--- config.mk ---
export PLATFORM = sky130hd
export DESIGN_NAME = matmul_dot_scheduler
export DESIGN_NICKNAME = d
export VERILOG_FILES = /design/src/rtl/matmul_dot_scheduler.sv
export SDC_FILE = /design/constraint.sdc
export NUM_CORES = 1
export LEC_CHECK = 0
export CAP_MARGIN = 25
export CORE_ASPECT_RATIO = 0.7
export CORE_MARGIN = 1
export CORE_UTILIZATION = 34
export CTS_BUF_LIST = sky130_fd_sc_hd__clkbuf_8 sky130_fd_sc_hd__clkbuf_16
export CTS_CLUSTER_DIAMETER = 80
export DETAILED_ROUTE_END_ITERATION = 10
export HOLD_SLACK_MARGIN = 0.03
export PLACE_DENSITY = 0.62
export SYNTH_ARGS = -nofsm -noshare
export SYNTH_HDL_FRONTEND = slang
export SYNTH_SLANG_ARGS = --single-unit
export TNS_END_PERCENT = 50
--- constraint.sdc ---
create_clock -name clk -period 2.9 [get_ports clk]
set_clock_uncertainty 0.1 [all_clocks]
set_input_delay 0.87 -clock clk [delete_from_list [all_inputs] [get_ports clk]]
set_output_delay 0.87 -clock clk [all_outputs]
set_load 0.05 [all_outputs]
--- src/rtl/matmul_dot_scheduler.sv ---
// matmul_dot_scheduler: issues row-major (row, col) pairs to a fixed-latency
// dot-product engine and returns the tagged results through a credit-guarded FIFO.
module matmul_dot_scheduler #(
  parameter int Nbits = 4,
  parameter int M = 4,
  parameter int P = 4,
  parameter int LAT = 2,
  localparam int RW = (M > 1) ? $clog2(M) : 1,
  localparam int CLW = (P > 1) ? $clog2(P) : 1,
  localparam int DW = 2 * Nbits
) (
  input  logic           clk,
  input  logic           reset,
  input  logic           start,
  output logic           busy,
  output logic           done,
  output logic           issue_valid,
  output logic [RW-1:0]  issue_row,
  output logic [CLW-1:0] issue_col,
  input  logic [DW-1:0]  eng_result,
  output logic           res_valid,
  input  logic           res_ready,
  output logic [RW-1:0]  res_row,
  output logic [CLW-1:0] res_col,
  output logic [DW-1:0]  res_data
);

  localparam int D = LAT + 2;
  localparam int PW = $clog2(D);
  localparam int CW = $clog2(D + 1);
  localparam logic [CW:0] D_LIMIT = (CW + 1)'(D);

  typedef enum logic [1:0] {
    IDLE  = 2'd0,
    RUN   = 2'd1,
    DRAIN = 2'd2,
    DONE  = 2'd3
  } state_t;

  state_t state_r, state_s;
  logic [RW-1:0]  row_r, row_s;
  logic [CLW-1:0] col_r, col_s;
  logic           issue_valid_r, issue_next_s;
  logic           busy_r, done_r, res_valid_r;
  logic [CW-1:0]  inflight_r, inflight_s;
  logic [CW-1:0]  fifo_count_r, fifo_count_s;
  logic           issue_s, capture_s, pop_s, last_s, credit_s;

  logic           tag_valid_r [LAT];
  logic [RW-1:0]  tag_row_r   [LAT];
  logic [CLW-1:0] tag_col_r   [LAT];

  logic [RW-1:0]  mem_row_r  [D];
  logic [CLW-1:0] mem_col_r  [D];
  logic [DW-1:0]  mem_data_r [D];
  logic [PW-1:0]  wr_ptr_r, rd_ptr_r;

  assign issue_s   = issue_valid_r;
  assign capture_s = tag_valid_r[LAT-1];
  assign pop_s     = res_valid_r && res_ready;
  assign last_s    = (row_r == RW'(M - 1)) && (col_r == CLW'(P - 1));

  // Counts as they will stand after this edge; the issue decision for the next
  // cycle is taken on them so issue_valid can be a plain register.
  assign inflight_s   = inflight_r + {{(CW-1){1'b0}}, issue_s} - {{(CW-1){1'b0}}, capture_s};
  assign fifo_count_s = fifo_count_r + {{(CW-1){1'b0}}, capture_s} - {{(CW-1){1'b0}}, pop_s};
  assign credit_s     = ({1'b0, inflight_s} + {1'b0, fifo_count_s}) < D_LIMIT;
  assign issue_next_s = (state_s == RUN) && credit_s;

  // Next-state and issue-counter logic.
  always_comb begin
    state_s = state_r;
    row_s   = row_r;
    col_s   = col_r;
    case (state_r)
      IDLE: begin
        if (start) begin
          state_s = RUN;
          row_s   = '0;
          col_s   = '0;
        end else begin
          state_s = IDLE;
        end
      end
      RUN: begin
        if (issue_s) begin
          if (last_s) begin
            state_s = DRAIN;
          end else begin
            state_s = RUN;
          end
          if (col_r == CLW'(P - 1)) begin
            col_s = '0;
            if (row_r == RW'(M - 1)) begin
              row_s = '0;
            end else begin
              row_s = row_r + RW'(1);
            end
          end else begin
            col_s = col_r + CLW'(1);
          end
        end else begin
          state_s = RUN;
        end
      end
      DRAIN: begin
        if ((inflight_s == '0) && (fifo_count_s == '0)) begin
          state_s = DONE;
        end else begin
          state_s = DRAIN;
        end
      end
      DONE: begin
        state_s = IDLE;
      end
      default: begin
        state_s = IDLE;
      end
    endcase
  end

  // Control state, counters and registered status outputs.
  always_ff @(posedge clk) begin
    if (!reset) begin
      state_r       <= IDLE;
      row_r         <= '0;
      col_r         <= '0;
      issue_valid_r <= 1'b0;
      busy_r        <= 1'b0;
      done_r        <= 1'b0;
      inflight_r    <= '0;
      fifo_count_r  <= '0;
      res_valid_r   <= 1'b0;
    end else begin
      state_r       <= state_s;
      row_r         <= row_s;
      col_r         <= col_s;
      issue_valid_r <= issue_next_s;
      busy_r        <= (state_s == RUN) || (state_s == DRAIN);
      done_r        <= (state_s == DONE);
      inflight_r    <= inflight_s;
      fifo_count_r  <= fifo_count_s;
      res_valid_r   <= (fifo_count_s != '0);
    end
  end

  // Tag shift register: stage LAT-1 lines up with the engine result.
  always_ff @(posedge clk) begin
    if (!reset) begin
      for (int i = 0; i < LAT; i++) begin
        tag_valid_r[i] <= 1'b0;
        tag_row_r[i]   <= '0;
        tag_col_r[i]   <= '0;
      end
    end else begin
      tag_valid_r[0] <= issue_s;
      tag_row_r[0]   <= row_r;
      tag_col_r[0]   <= col_r;
      for (int i = 1; i < LAT; i++) begin
        tag_valid_r[i] <= tag_valid_r[i-1];
        tag_row_r[i]   <= tag_row_r[i-1];
        tag_col_r[i]   <= tag_col_r[i-1];
      end
    end
  end

  // Result FIFO storage and pointers; credits guarantee a free slot on capture.
  always_ff @(posedge clk) begin
    if (!reset) begin
      for (int i = 0; i < D; i++) begin
        mem_row_r[i]  <= '0;
        mem_col_r[i]  <= '0;
        mem_data_r[i] <= '0;
      end
      wr_ptr_r <= '0;
      rd_ptr_r <= '0;
    end else begin
      if (capture_s) begin
        mem_row_r[wr_ptr_r]  <= tag_row_r[LAT-1];
        mem_col_r[wr_ptr_r]  <= tag_col_r[LAT-1];
        mem_data_r[wr_ptr_r] <= eng_result;
        wr_ptr_r <= (wr_ptr_r == PW'(D - 1)) ? '0 : wr_ptr_r + PW'(1);
      end else begin
        wr_ptr_r <= wr_ptr_r;
      end
      if (pop_s) begin
        rd_ptr_r <= (rd_ptr_r == PW'(D - 1)) ? '0 : rd_ptr_r + PW'(1);
      end else begin
        rd_ptr_r <= rd_ptr_r;
      end
    end
  end

  assign busy        = busy_r;
  assign done        = done_r;
  assign issue_valid = issue_valid_r;
  assign issue_row   = row_r;
  assign issue_col   = col_r;
  assign res_valid   = res_valid_r;
  assign res_row     = mem_row_r[rd_ptr_r];
  assign res_col     = mem_col_r[rd_ptr_r];
  assign res_data    = mem_data_r[rd_ptr_r];

endmodule

After elaboration in Yosys (flattened, before gate mapping)
Memories as Yosys holds them, arrays and structs flattened. A register that Yosys moved wholly into a read port is not among the register bits.
Cells that the tools add are included.
{"block": "op_classes", "n_mul": 0, "bitwise": 6, "magnitude_cmp": 1, "shifts": 0, "n_div": 0, "mux": 41, "add_sub_neg": 9, "eq_ne": 13, "n_reduce_logical": 15}
{"cell": "2-bit 2-to-1 mux", "n": 25}
{"cell": "2-bit equality test, second input constant", "n": 8}
{"cell": "1-bit 2-to-1 mux", "n": 12}
{"cell": "2-bit by 1-bit adder with 2-bit output, second input constant", "n": 4}
{"cell": "8-bit 2-to-1 mux", "n": 1}
{"cell": "2-bit one-hot mux with 2 select lines", "n": 2}
{"cell": "2-bit one-hot mux with 4 select lines", "n": 1}
{"cell": "8-bit OR reduction", "n": 1}
{"cell": "3-bit by 1-bit adder with 3-bit output", "n": 2}
{"cell": "3-bit zero test", "n": 2}
{"cell": "2-bit inequality test, second input constant", "n": 3}
{"cell": "1-bit bitwise OR", "n": 6}
{"cell": "3-bit by 1-bit subtractor with 3-bit output", "n": 2}
{"cell": "3-bit by 3-bit adder with 4-bit output", "n": 1}
{"cell": "2-bit by 1-bit equality test with 1-bit output, second input constant", "n": 2}
{"cell": "1-bit logical AND", "n": 4}
{"cell": "4-bit by 3-bit < comparator with 1-bit output, second input constant", "n": 1}
{"cell": "4-bit AND reduction", "n": 1}
{"cell": "2-bit OR reduction", "n": 2}
{"cell": "3-bit AND reduction", "n": 1}
{"cell": "3-bit nonzero test", "n": 1}
{"cell": "2-bit zero test", "n": 1}
{"cell": "2-bit nonzero test", "n": 1}
{"cell": "1-bit logical OR", "n": 1}
{"block": "word_totals", "word_cells": 102, "reg_bits": 20, "output_inout_bits": 20, "n_memories": 6, "latch_bits": 0, "mem_bits_ro": 0, "in_bits": 12, "ramBits": 58}
{"memory": "mem_data_r", "words": 4, "width": 8, "rd": 1, "rd_clocked_by_memory_dff": 1, "write_ports": 4, "line_no": "55", "text": "logic [DW-1:0] mem_data_r [D];"}
{"memory": "mem_col_r", "words": 4, "width": 2, "rd": 1, "rd_clocked_by_memory_dff": 1, "write_ports": 4, "line_no": "54", "text": "logic [CLW-1:0] mem_col_r [D];"}
{"memory": "mem_row_r", "words": 4, "width": 2, "rd": 1, "rd_clocked_by_memory_dff": 1, "write_ports": 4, "line_no": "53", "text": "logic [RW-1:0] mem_row_r [D];"}
{"memory": "tag_col_r", "words": 2, "width": 2, "rd": 2, "rd_clocked_by_memory_dff": 0, "write_ports": 2, "line_no": "51", "text": "logic [CLW-1:0] tag_col_r [LAT];"}
{"memory": "tag_row_r", "words": 2, "width": 2, "rd": 2, "rd_clocked_by_memory_dff": 0, "write_ports": 2, "line_no": "50", "text": "logic [RW-1:0] tag_row_r [LAT];"}
{"memory": "tag_valid_r", "words": 2, "width": 1, "rd": 2, "rd_clocked_by_memory_dff": 0, "write_ports": 2, "line_no": "49", "text": "logic tag_valid_r [LAT];"}

Logic depth before layout (Yosys ltp)
Gate-level depths: netlist of run 1.
An unclocked memory read counts as a cell.
{"block": "logic_depth", "ltp_word": 9, "depth_mapped": 12, "ltp_nobuf": 12}

Worst setup path after synthesis of run 1
No wires, ideal clock.
{"block": "synth_path", "path_kind": "input -> register", "startpoint": "input res_ready", "endpoint": "register issue_valid_r (netlist: issue_valid)", "path_buffers": 0, "path_stages": 11, "setup_ns": 0.074, "t_arrival_ns": 2.766, "required_time_ns": 2.726, "setup_slack_ns": -0.040, "cell_sequence": "nand2_1 -> nand2_1 -> nand2_1 -> ha_1 -> fa_1 -> xnor3_1 -> or3_4 -> o31ai_2 -> ha_1 -> nand2_1 -> a31oi_1"}
{"block": "synth_via", "elab_chain_len": 8, "elab_cells_between_ends": 10, "classes_between": "add/sub: 2; order compare: 1; eq/ne: 1; mux: 2; reduce/logical: 4"}
{"element": "from (decl)", "line_no": "22", "text": "input logic res_ready,"}
{"element": "1-bit logical AND", "line_no": "60", "text": "assign pop_s = res_valid_r && res_ready;"}
{"element": "3-bit by 1-bit subtractor with 3-bit output", "line_no": "66", "text": "assign fifo_count_s = fifo_count_r + {{(CW-1){1'b0}}, capture_s} - {{(CW-1){1'b0}}, pop_s};"}
{"element": "3-bit zero test", "line_no": "107", "text": "if ((inflight_s == '0) && (fifo_count_s == '0)) begin"}
{"element": "1-bit logical AND", "line_no": "107"}
{"element": "1-bit 2-to-1 mux", "line_no": "107"}
{"element": "2-bit one-hot mux with 4 select lines", "line_no": "75", "text": "case (state_r)"}
{"element": "named net state_s[0]", "line_no": "40", "text": "state_t state_r, state_s;"}
{"element": "2-bit by 1-bit equality test with 1-bit output", "line_no": "68", "text": "assign issue_next_s = (state_s == RUN) && credit_s;"}
{"element": "1-bit logical AND", "line_no": "68"}
{"element": "to (signal assigned)", "line_no": "138", "text": "issue_valid_r <= issue_next_s;"}
{"element": "to (decl)", "line_no": "43", "text": "logic issue_valid_r, issue_next_s;"}
The timed path passes the listed nets, and every way through them passes these cells.
A chain may end at the register's enable or synchronous reset.

Worst setup path in the final report of run 1
Same ends and word-level chain as after synthesis.

==> impl_metrics.toml, run 1 <==
[placed_design]
dp_hpwl_mm = 4.340
dp_slack_ps = -586.2
port_buffers = 31
gp_congestion = 0.7018

[floorplanning]
dieArea_mm2 = 0.01053
coreArea_mm2 = 0.009759
rows = 30
initial_core_util_pct = 35.23
pin_count = 32
die_w_um = 122.2
die_height_um = 86.14

[critical_path]
r2r_end = "issue_valid$_SDFF_PN0_"
reg2reg_slack_ps = 350
cpMaxStageDelayCell = "or3_4"
critical_path_arrival_ps = 2880
path_cells = "clkbuf_2, nand2_2, nand2_1, nand2_1, ha_1, fa_2, xnor3_1, or3_4, o31ai_4, ha_4, nand2_1, a31oi_1"
reg2reg_depth = 11
critPathKind = "primary input to register"
r2r_start = "tag_valid_r[0][1]$_SDFF_PN0_"
cp-start-kind = "primary input"
crit_top_cell = "nand2_1"
worstPathMaxFanout = 3
crit_required_ps = 3060
end_kind = "register"
max_stage_delay_ps = 420

[synthesis]
syn_area_mm2 = 0.003438
synth_nets = 280
ys_warn_count = 0
synthArstFlopShare_pct = 0
synthCells = 255
synth_area_leader_cell = "edfxtp_1"
synth_ff_type = "edfxtp_1"
synth.area.top_cells = "edfxtp_1 (42%), dfxtp_1 (19%), and2_1 (9.6%), mux4_2 (7.9%), ha_1 (4.0%)"
synth_edf_count = 48
ys_ff_latch = 80
synth_top_area_share_pct = 41.92
synth_area_per_cell_um2 = 13.48
ys_seq_area_share_pct = 60.55
ys_types = 37

[drt]
totalWireLength_mm = 6.505
vias = 2058
final_antenna_net_count = 0
drc = 0
avgRoutedWirePerCell_um = 14.75
via_per_inst = 4.667
drt_iter0_markers = 83
firstDrtPassIters = 4

[cells_and_area]
antenna_cells = 0
drive_gt1_share_pct = 22.68
nFillCells = 909
final_net_count = 333
area_delta_synth_final_pct = 25.07
seq_area_mm2 = 0.002082
multi_input_area_mm2 = 0.001301
utilization_pct = 44.06

[clock_tree]
clk_path_buf_depth = 2
h-tree-depth = 3
hold_buffers = 0
cts_made_buffers = 9
clk_pin_slew_ps = 60
clock-sinks = 80
tritoncts = "yes"
root_buffer = "clkbuf_16"
clock_latency_ps = 330

[global_route]
groute.usage.overall_pct = 14.08
grt_pass1_vias = 2159
grt_max_degree = 38
grt_remaining_overflow = 0
antenna_found_initial = 0
grt_pass1_wl_mm = 10.75

[outcome]
status = "finished, final reports clean"

[sta]
tightest_slew_ps = 497.6
fmax_mhz = 368.6
finalHoldViolations = 0
rsz0062_at_grt = "no"
period_share_pct = 93.55
worst_slack_ps = 187.1
slew_viol_final = 0
maxSlewHeadroom_pct = 66.72
holdWs_ps = 333.8
setup_viol = 0
fin_crit_ps = 2713

[worst_hold_path]
min_path_cells = 1
hold_start = "tag_col_r[0][1]$_SDFF_PN0_"
worstHoldEndpoint = "tag_col_r[0][3]$_SDFF_PN0_"
hp-class = "register to register"

[pwr]
pwr_density_cell_mw_per_mm2 = 759.0
peakVddDrop_v = 0.0002797
p_leak_nw = 1.715

[flow_run]
maxCapViolations = 0
-- power breakdown --
| part | internal, mW | switching, mW |
|---|---|---|
| combinational | 0.418 | 0.465 |
| clock | 0.585 | 0.460 |
| sequential | 1.29 | 0.0445 |
-- state kept, by name, summed over array words and instances (netlist names), 3 cells and up, named ones only --
name	count
mem_col_r	8
tag_col_r	4
tag_row_r	4
mem_data_r	32
fifo_count_r	3
inflight_r	3
mem_row_r	8
-- layout make-up --
type,instances,share of cell area (%)
clock buffers,9,5.237
well taps,128,3.724
clock inverters,7,1.251
repair buffers,54,10.42
multi-input cells,155,30.26
inverters,8,0.6983
flip-flops and latches,80,48.41
-- kinds of logic (layout without fill, tap and decap cells) --
group | Yosys count | after routing | share of synthesized area [%]
buffers and inverters | 20 | 78 | 2.365
AOI/OAI and AO/OA | 16 | 16 | 3.275
xor gates and xnor gates | 3 | 3 | 1.165
and+or+nand+nor | 109 | 109 | 19.03
adders and majority gates | 13 | 13 | 5.167
DFF | 80 | 80 | 60.55
muxes | 14 | 14 | 8.443
-- what timing repair did --
action | 4_1_cts | 5_1_grt
endpoints found under the setup margin | 4 | 3
buffers inserted | 1 | 0
pin swaps | 3 | 2
gates resized for setup | 3 | 2
cloned | 0 | 0
-- layer usage --
| metal | share of wire [%] | global-route usage, % |
|---|---|---|
| met4 | 1.2 | 5.654 |
| met1 | 47 | 17.45 |
| met3 | 3.7 | 4.721 |
| met5 | 0 | 0 |
| met2 | 48 | 22.65 |
-- placed cells by master, fill, tap and decap left out, drive strengths merged, types with 2 or more instances in the layout --
cell type	count
a21oi	7
a32oi	2
and2	54
and3	12
buf	35
clkbuf	10
clkdlybuf4s50	18
clkinv	2
clkinvlp	3
dfxtp	32
edfxtp	48
fa	2
ha	11
inv	10
mux2i	2
mux4	12
nand2	11
nand2b	4
nand3	4
nor2	8
nor2b	3
nor3b	3
nor4b	2
o21ai	2
o21bai	2
xnor2	2
-- cell usage after synthesis (2+ instances only) --
library cell  number
and2_1            53
edfxtp_1          48
dfxtp_1           32
and3_1            12
mux4_2            12
ha_1              11
nand2_1           11
clkbuf_1           9
inv_1              8
nor2_1             8
a21oi_1            7
nand2b_1           4
nand3_1            4
nor2b_1            3
nor3b_1            3
a32oi_1            2
buf_2              2
fa_1               2
mux2i_1            2
nor4b_1            2
o21ai_0            2
o21bai_1           2
xnor2_1            2
-- metrics by stage --
step / power [mW] / instances / TNS (ps) / instance area, um^2
after global routing: 3.418 / 441 / 0 / 4300
after floorplan: 1.925 / 255 / 0 / 3460
final: 3.264 / 441 / 0 / 4300
after detailed placement: 2.224 / 424 / -2336 / 4014
after global placement: 2.211 / 424 / -2154 / 4014
after CTS: 3.299 / 441 / 0 / 4303
-- critical path, delay by kind of cell --
family                     cells  cell delay (ps)
AOI/OAI and AO/OA              2              370
xor gates and xnor gates       1              200
adders and majority gates      3              680
buffers and inverters          1              110
and+or+nand+nor                5              630
-- how the worst max path moves through the flow --
stage / startpoint / end / slack (ps)
after detailed placement: res_ready / issue_valid$_SDFF_PN0_ / -590
after global placement: res_ready / issue_valid$_SDFF_PN0_ / -530
after CTS: res_ready / issue_valid$_SDFF_PN0_ / 10
after global routing: res_ready / issue_valid$_SDFF_PN0_ / 40
final: res_ready / issue_valid$_SDFF_PN0_ / 190
after floorplan: res_ready / issue_valid$_SDFF_PN0_ / 3
Power figures use the tool's default switching activity.
==> inputs of run 2 (changes only) <==
Settings changed: PLACE_DENSITY 0.62 to 0.6.
Clock period 2.9 ns to 2.7 ns, I/O delays scaled along.
==> impl_metrics.toml, run 2 (same netlist as run 1, synthesis figures left out) <==
[placed_design]
port_buffers = 31
placed_cells = 424
placed_area_mm2 = 0.004028
dp_hpwl_mm = 4.458
gp_congestion = 0.7045

[floorplanning]
dieArea_mm2 = 0.01053
die_height_um = 86.14
coreArea_mm2 = 0.009759
initial_core_util_pct = 35.23
die_w_um = 122.2
rows = 30
pin_count = 32

[clock_tree]
root_buffer = "clkbuf_16"
cts_made_buffers = 9
clk_pin_slew_ps = 60
hold_buffers = 0
clk_path_buf_depth = 2
tritoncts = "yes"
clock_latency_ps = 320
clock-sinks = 80
h-tree-depth = 3

[sta]
rsz0062_at_grt = "no"
period_share_pct = 95.58
maxSlewHeadroom_pct = 66.38
fmax_mhz = 387.5
tightest_slew_ps = 502.8
setup_viol = 0
slew_viol_final = 0
fin_crit_ps = 2581
setup_tns_ps = 0
finalHoldViolations = 0

[critical_path]
end_kind = "register"
critPathKind = "primary input to register"
cp-start-kind = "primary input"
critical_path_arrival_ps = 2730
crit_required_ps = 2850
worstPathMaxFanout = 3
reg2reg_slack_ps = 150

[drt]
firstDrtPassIters = 4
vias = 2072
final_antenna_net_count = 0
avgRoutedWirePerCell_um = 14.94
via_per_inst = 4.698
dr_wl_met3_um = 205
totalWireLength_mm = 6.587
drc = 0
wl_met1_mm = 3.143
drt_iter0_markers = 81
wl_met2_mm = 3.166
highest_layer = "met4"

[cells_and_area]
largest_reg_flops = 32
largest_registers = "mem_data_r: 32 flops, mem_col_r: 8 flops, mem_row_r: 8 flops"
mostFrequentLayoutCell = "and2_1"
area_delta_synth_final_pct = 26.46
largest_register = "mem_data_r"
nFillCells = 927
drive_gt1_share_pct = 24.60
mostFrequentLayoutCells = "and2_1 (53), edfxtp_1 (48), buf_4 (35), dfxtp_1 (30), clkdlybuf4s50_1 (18)"
final_area_mm2 = 0.004348
fin_cells = 441
antenna_cells = 0
final_net_count = 333

[pwr]
peakVddDrop_v = 0.0002719
pwr_density_cell_mw_per_mm2 = 830.0
p_seq_share_pct = 40.0
clockPowerShare_pct = 32.0
p_comb_share_pct = 28.0
p_leak_nw = 1.729
swShare_pct = 28.35
power_switching_mw = 1.023
intPower_mw = 2.585

[global_route]
grt_pass1_wl_mm = 10.63
antenna_found_initial = 0
grt_remaining_overflow = 0
groute.usage.overall_pct = 13.73
grt_pass1_vias = 2129
grt_max_degree = 38

[outcome]
status = "finished, final reports clean"

[worst_hold_path]
hp-class = "register to register"

[flow_run]
maxCapViolations = 0
==> run 2: routing by layer <==
layer | up-vias | GRT usage (%)
met5 | - | 0
met1 | 1027 | 17.30
met2 | 26 | 22.80
li1 | 1012 | -
met4 | 0 | 5.322
met3 | 7 | 3.391
==> run 2: worst max-delay path, cell delays in order <==
cell     delay (ps)
buf_6           100
nand3_2          80
nand2_2          60
ha_2            170
fa_2            340
xnor3_1         200
or3_4           400
o31ai_4         240
ha_4            170
nand2_2          30
a31oi_1         120
==> run 2: power groups by stage <==
stage | combinational (mW) | sequential [mW] | clock, mW
finish | 1.01 | 1.44 | 1.16
global route | 1.10 | 1.45 | 1.22
CTS | 0.966 | 1.44 | 1.18
detailed placement | 0.962 | 1.47 | 0
global placement | 0.950 | 1.46 | 0
floorplan | 0.569 | 1.51 | 0
==> run 2: worst paths after layout <==
kind,startpoint,to,cells past startpoint
hold reg to reg,tag_row_r[0][1]$_SDFF_PN0_,tag_row_r[0][3]$_SDFF_PN0_,1
hold / removal,tag_row_r[0][1]$_SDFF_PN0_,tag_row_r[0][3]$_SDFF_PN0_,1
setup reg to reg,inflight_r[0]$_SDFF_PN0_,issue_valid$_SDFF_PN0_,14
setup / recovery,res_ready,issue_valid$_SDFF_PN0_,11
==> run 2: stage by stage <==
step | power, mW | util [%] | hold WS [ps] | worst slack [ps]
5_1_grt | 3.771 | 44.55 | 348.8 | 13.05
2_1_floorplan | 2.078 | - | 311.9 | -112.6
3_5_place_dp | 2.428 | 41.27 | 321.2 | -700.9
3_3_place_gp | 2.414 | 41.27 | 318.1 | -672.8
4_1_cts | 3.581 | 44.18 | 335.2 | 53.45
6_report | 3.609 | 44.55 | 332.6 | 119.4
==> run 2: final cells by class <==
class / instances / area [um^2] / share of cell area (%)
Multi-Input combinational cell: 155 / 1330 / 30.59
Inverter: 8 / 30.03 / 0.6906
Clock inverter: 7 / 63.81 / 1.468
Tap cell: 128 / 160.2 / 3.683
Sequential cell: 80 / 2085 / 47.94
Clock buffer: 9 / 225.2 / 5.180
Timing Repair Buffer: 54 / 454.2 / 10.45
==> run 2: repair_timing <==
item | CTS | global route
setup buffers | 0 | 1
pin swaps | 3 | 8
setup endpoints to repair | 5 | 3
resized for setup | 4 | 9
==> inputs of run 3 (changes only) <==
Settings changed: CORE_MARGIN 1 to 8.
Clock period 2.7 ns to 3.3 ns, I/O delays scaled along.
==> impl_metrics.toml, run 3 (same netlist as run 1, synthesis figures left out) <==
[pwr]
total_power_mw = 2.857
peakVddDrop_v = 0.0002511
pwr_density_cell_mw_per_mm2 = 671.4
p_leak_nw = 1.718

[clock_tree]
clk_pin_slew_ps = 60
post-cts-setup-buffers = 0
root_buffer = "clkbuf_16"
clk_path_buf_depth = 2
hold_buffers = 0
h-tree-depth = 3
clock-sinks = 80
tritoncts = "yes"
cts_made_buffers = 9
clock_latency_ps = 330

[floorplanning]
die_w_um = 136.2
die_height_um = 100.1
dieArea_mm2 = 0.01364
coreArea_mm2 = 0.009759
rows = 30
pin_count = 32
initial_core_util_pct = 35.23

[critical_path]
critPathKind = "primary input to register"
reg2reg_depth = 12
max_stage_delay_ps = 370
reg2reg_slack_ps = 470
path_cells = "dlymetal6s2s_1, nand2_1, nand2_1, nand2_1, ha_1, fa_1, xnor3_1, or3_4, o31ai_4, ha_2, nand2_1, a31oi_1"
r2r_end = "issue_valid$_SDFF_PN0_"
crit_required_ps = 3460
critical_path_arrival_ps = 3040
crit_buf_inv = 1
path_delay_family = "adder cells"
end_kind = "register"
startpoint = "res_ready"
crit_top_cell = "nand2_1"
cpMaxStageDelayCell = "fa_1"
worstPathMaxFanout = 3
r2r_start = "inflight_r[0]$_SDFF_PN0_"
cp-start-kind = "primary input"

[worst_hold_path]
min_path_cells = 1
hp-class = "register to register"
hold_start = "tag_valid_r[0][0]$_SDFF_PN0_"
worstHoldEndpoint = "tag_valid_r[0][1]$_SDFF_PN0_"

[placed_design]
port_buffers = 31
gp_congestion = 0.7736
dp_hpwl_mm = 4.476
dp_slack_ps = -332.6

[sta]
fmax_mhz = 347.3
rsz0062_at_grt = "no"
setup_viol = 0
maxSlewHeadroom_pct = 55.58
finalHoldViolations = 0
slew_viol_final = 0
tightest_slew_ps = 664.6
setup_tns_ps = 0
worst_slack_ps = 420.8
period_share_pct = 87.25
fin_crit_ps = 2879

[drt]
via_per_inst = 4.726
final_antenna_net_count = 0
avgRoutedWirePerCell_um = 15.61
firstDrtPassIters = 4
drt_iter0_markers = 118
totalWireLength_mm = 6.791
vias = 2056
drc = 0

[global_route]
antenna_found_initial = 0
grt_max_degree = 31
grt_pass1_wl_mm = 11.18
grt_remaining_overflow = 0
grt_pass1_vias = 2166
groute.usage.overall_pct = 10.81

[cells_and_area]
largest_register = "mem_data_r"
largest_registers = "mem_data_r: 32 flops, mem_col_r: 8 flops, mem_row_r: 8 flops"
largest_reg_flops = 32
drive_gt1_share_pct = 19.22
nFillCells = 923
mostFrequentLayoutCell = "and2_1"
mostFrequentLayoutCells = "and2_1 (53), edfxtp_1 (48), dfxtp_1 (32), buf_4 (29), clkdlybuf4s50_1 (18)"
antenna_cells = 0
area_delta_synth_final_pct = 23.76
final_net_count = 327

[outcome]
status = "finished, final reports clean"

[flow_run]
maxCapViolations = 0
[run 3: cell count changes in the layout (fill, tap and decap cells not counted), moves of 2 or more]
| cell | previous run | this run |
|---|---|---|
| fa_1 | 0 | 2 |
| dfxtp_1 | 30 | 32 |
| clkinv_1 | 2 | 0 |
| inv_1 | 9 | 11 |
| nand2_1 | 7 | 11 |
| dfxtp_2 | 2 | 0 |
| buf_4 | 35 | 29 |
| clkinvlp_4 | 3 | 0 |
| fa_2 | 2 | 0 |
| nand2_2 | 3 | 0 |
[run 3: area by class of cell]
cell class | count | area [um^2] | area share [%]
well taps | 128 | 160.2 | 3.764
flip-flops and latches | 80 | 2082 | 48.93
repair buffers | 48 | 410.4 | 9.644
inverters | 8 | 30.03 | 0.7057
clock buffers | 11 | 264.0 | 6.204
multi-input cells | 155 | 1286 | 30.23
clock inverters | 5 | 22.52 | 0.5293
[run 3: how the worst max path moves through the flow]
| stage | endpoint | slack (ps) | cells after the start |
|---|---|---|---|
| finish | issue_valid$_SDFF_PN0_ | 420 | 12 |
| global route | issue_valid$_SDFF_PN0_ | 230 | 12 |
| CTS | issue_valid$_SDFF_PN0_ | 3 | 12 |
| detailed placement | issue_valid$_SDFF_PN0_ | -330 | 12 |
| global placement | issue_valid$_SDFF_PN0_ | -300 | 12 |
| floorplan | issue_valid$_SDFF_PN0_ | 240 | 11 |
[run 3: where the power goes]
| group | switching (mW) | total, mW | leakage (nW) | internal (mW) |
|---|---|---|---|---|
| registers | 0.0422 | 1.18 | 0.756 | 1.14 |
| clock network | 0.376 | 0.942 | 0.155 | 0.566 |
| logic | 0.399 | 0.736 | 0.808 | 0.337 |
[run 3: worst register-to-register path: stages (launching register included)]
cell	delay [ps]
dfxtp_1	310
inv_1	40
ha_1	270
inv_1	50
ha_1	120
inv_1	50
fa_1	370
xnor2_1	140
xnor2_1	460
ha_1	330
nor4b_1	300
nand2_1	80
a31oi_1	130
[run 3: stage by stage]
step	instances	hold slack [ps]	cell area, um^2	util [%]
6_report	435	330.3	4255	43.60
5_1_grt	435	350.2	4255	43.60
4_1_cts	435	330.9	4253	43.58
3_5_place_dp	419	316.9	3955	40.53
3_3_place_gp	419	314.8	3955	40.53
2_1_floorplan	255	311.9	3438	-
[run 3: repair_timing]
item | CTS | global route
endpoints found under the setup margin | 1 | 3
pin swaps | 0 | 2
resized for setup | 2 | 1
[run 3: layer usage]
metal  up-vias  routed length (um)  global-route usage, %
li1       1006                   -                      -
met1      1007                3290                  13.41
met2        35                3078                  16.99
met3         8                 338                  3.942
met4         0                  84                  3.785
met5         -                   0                      0
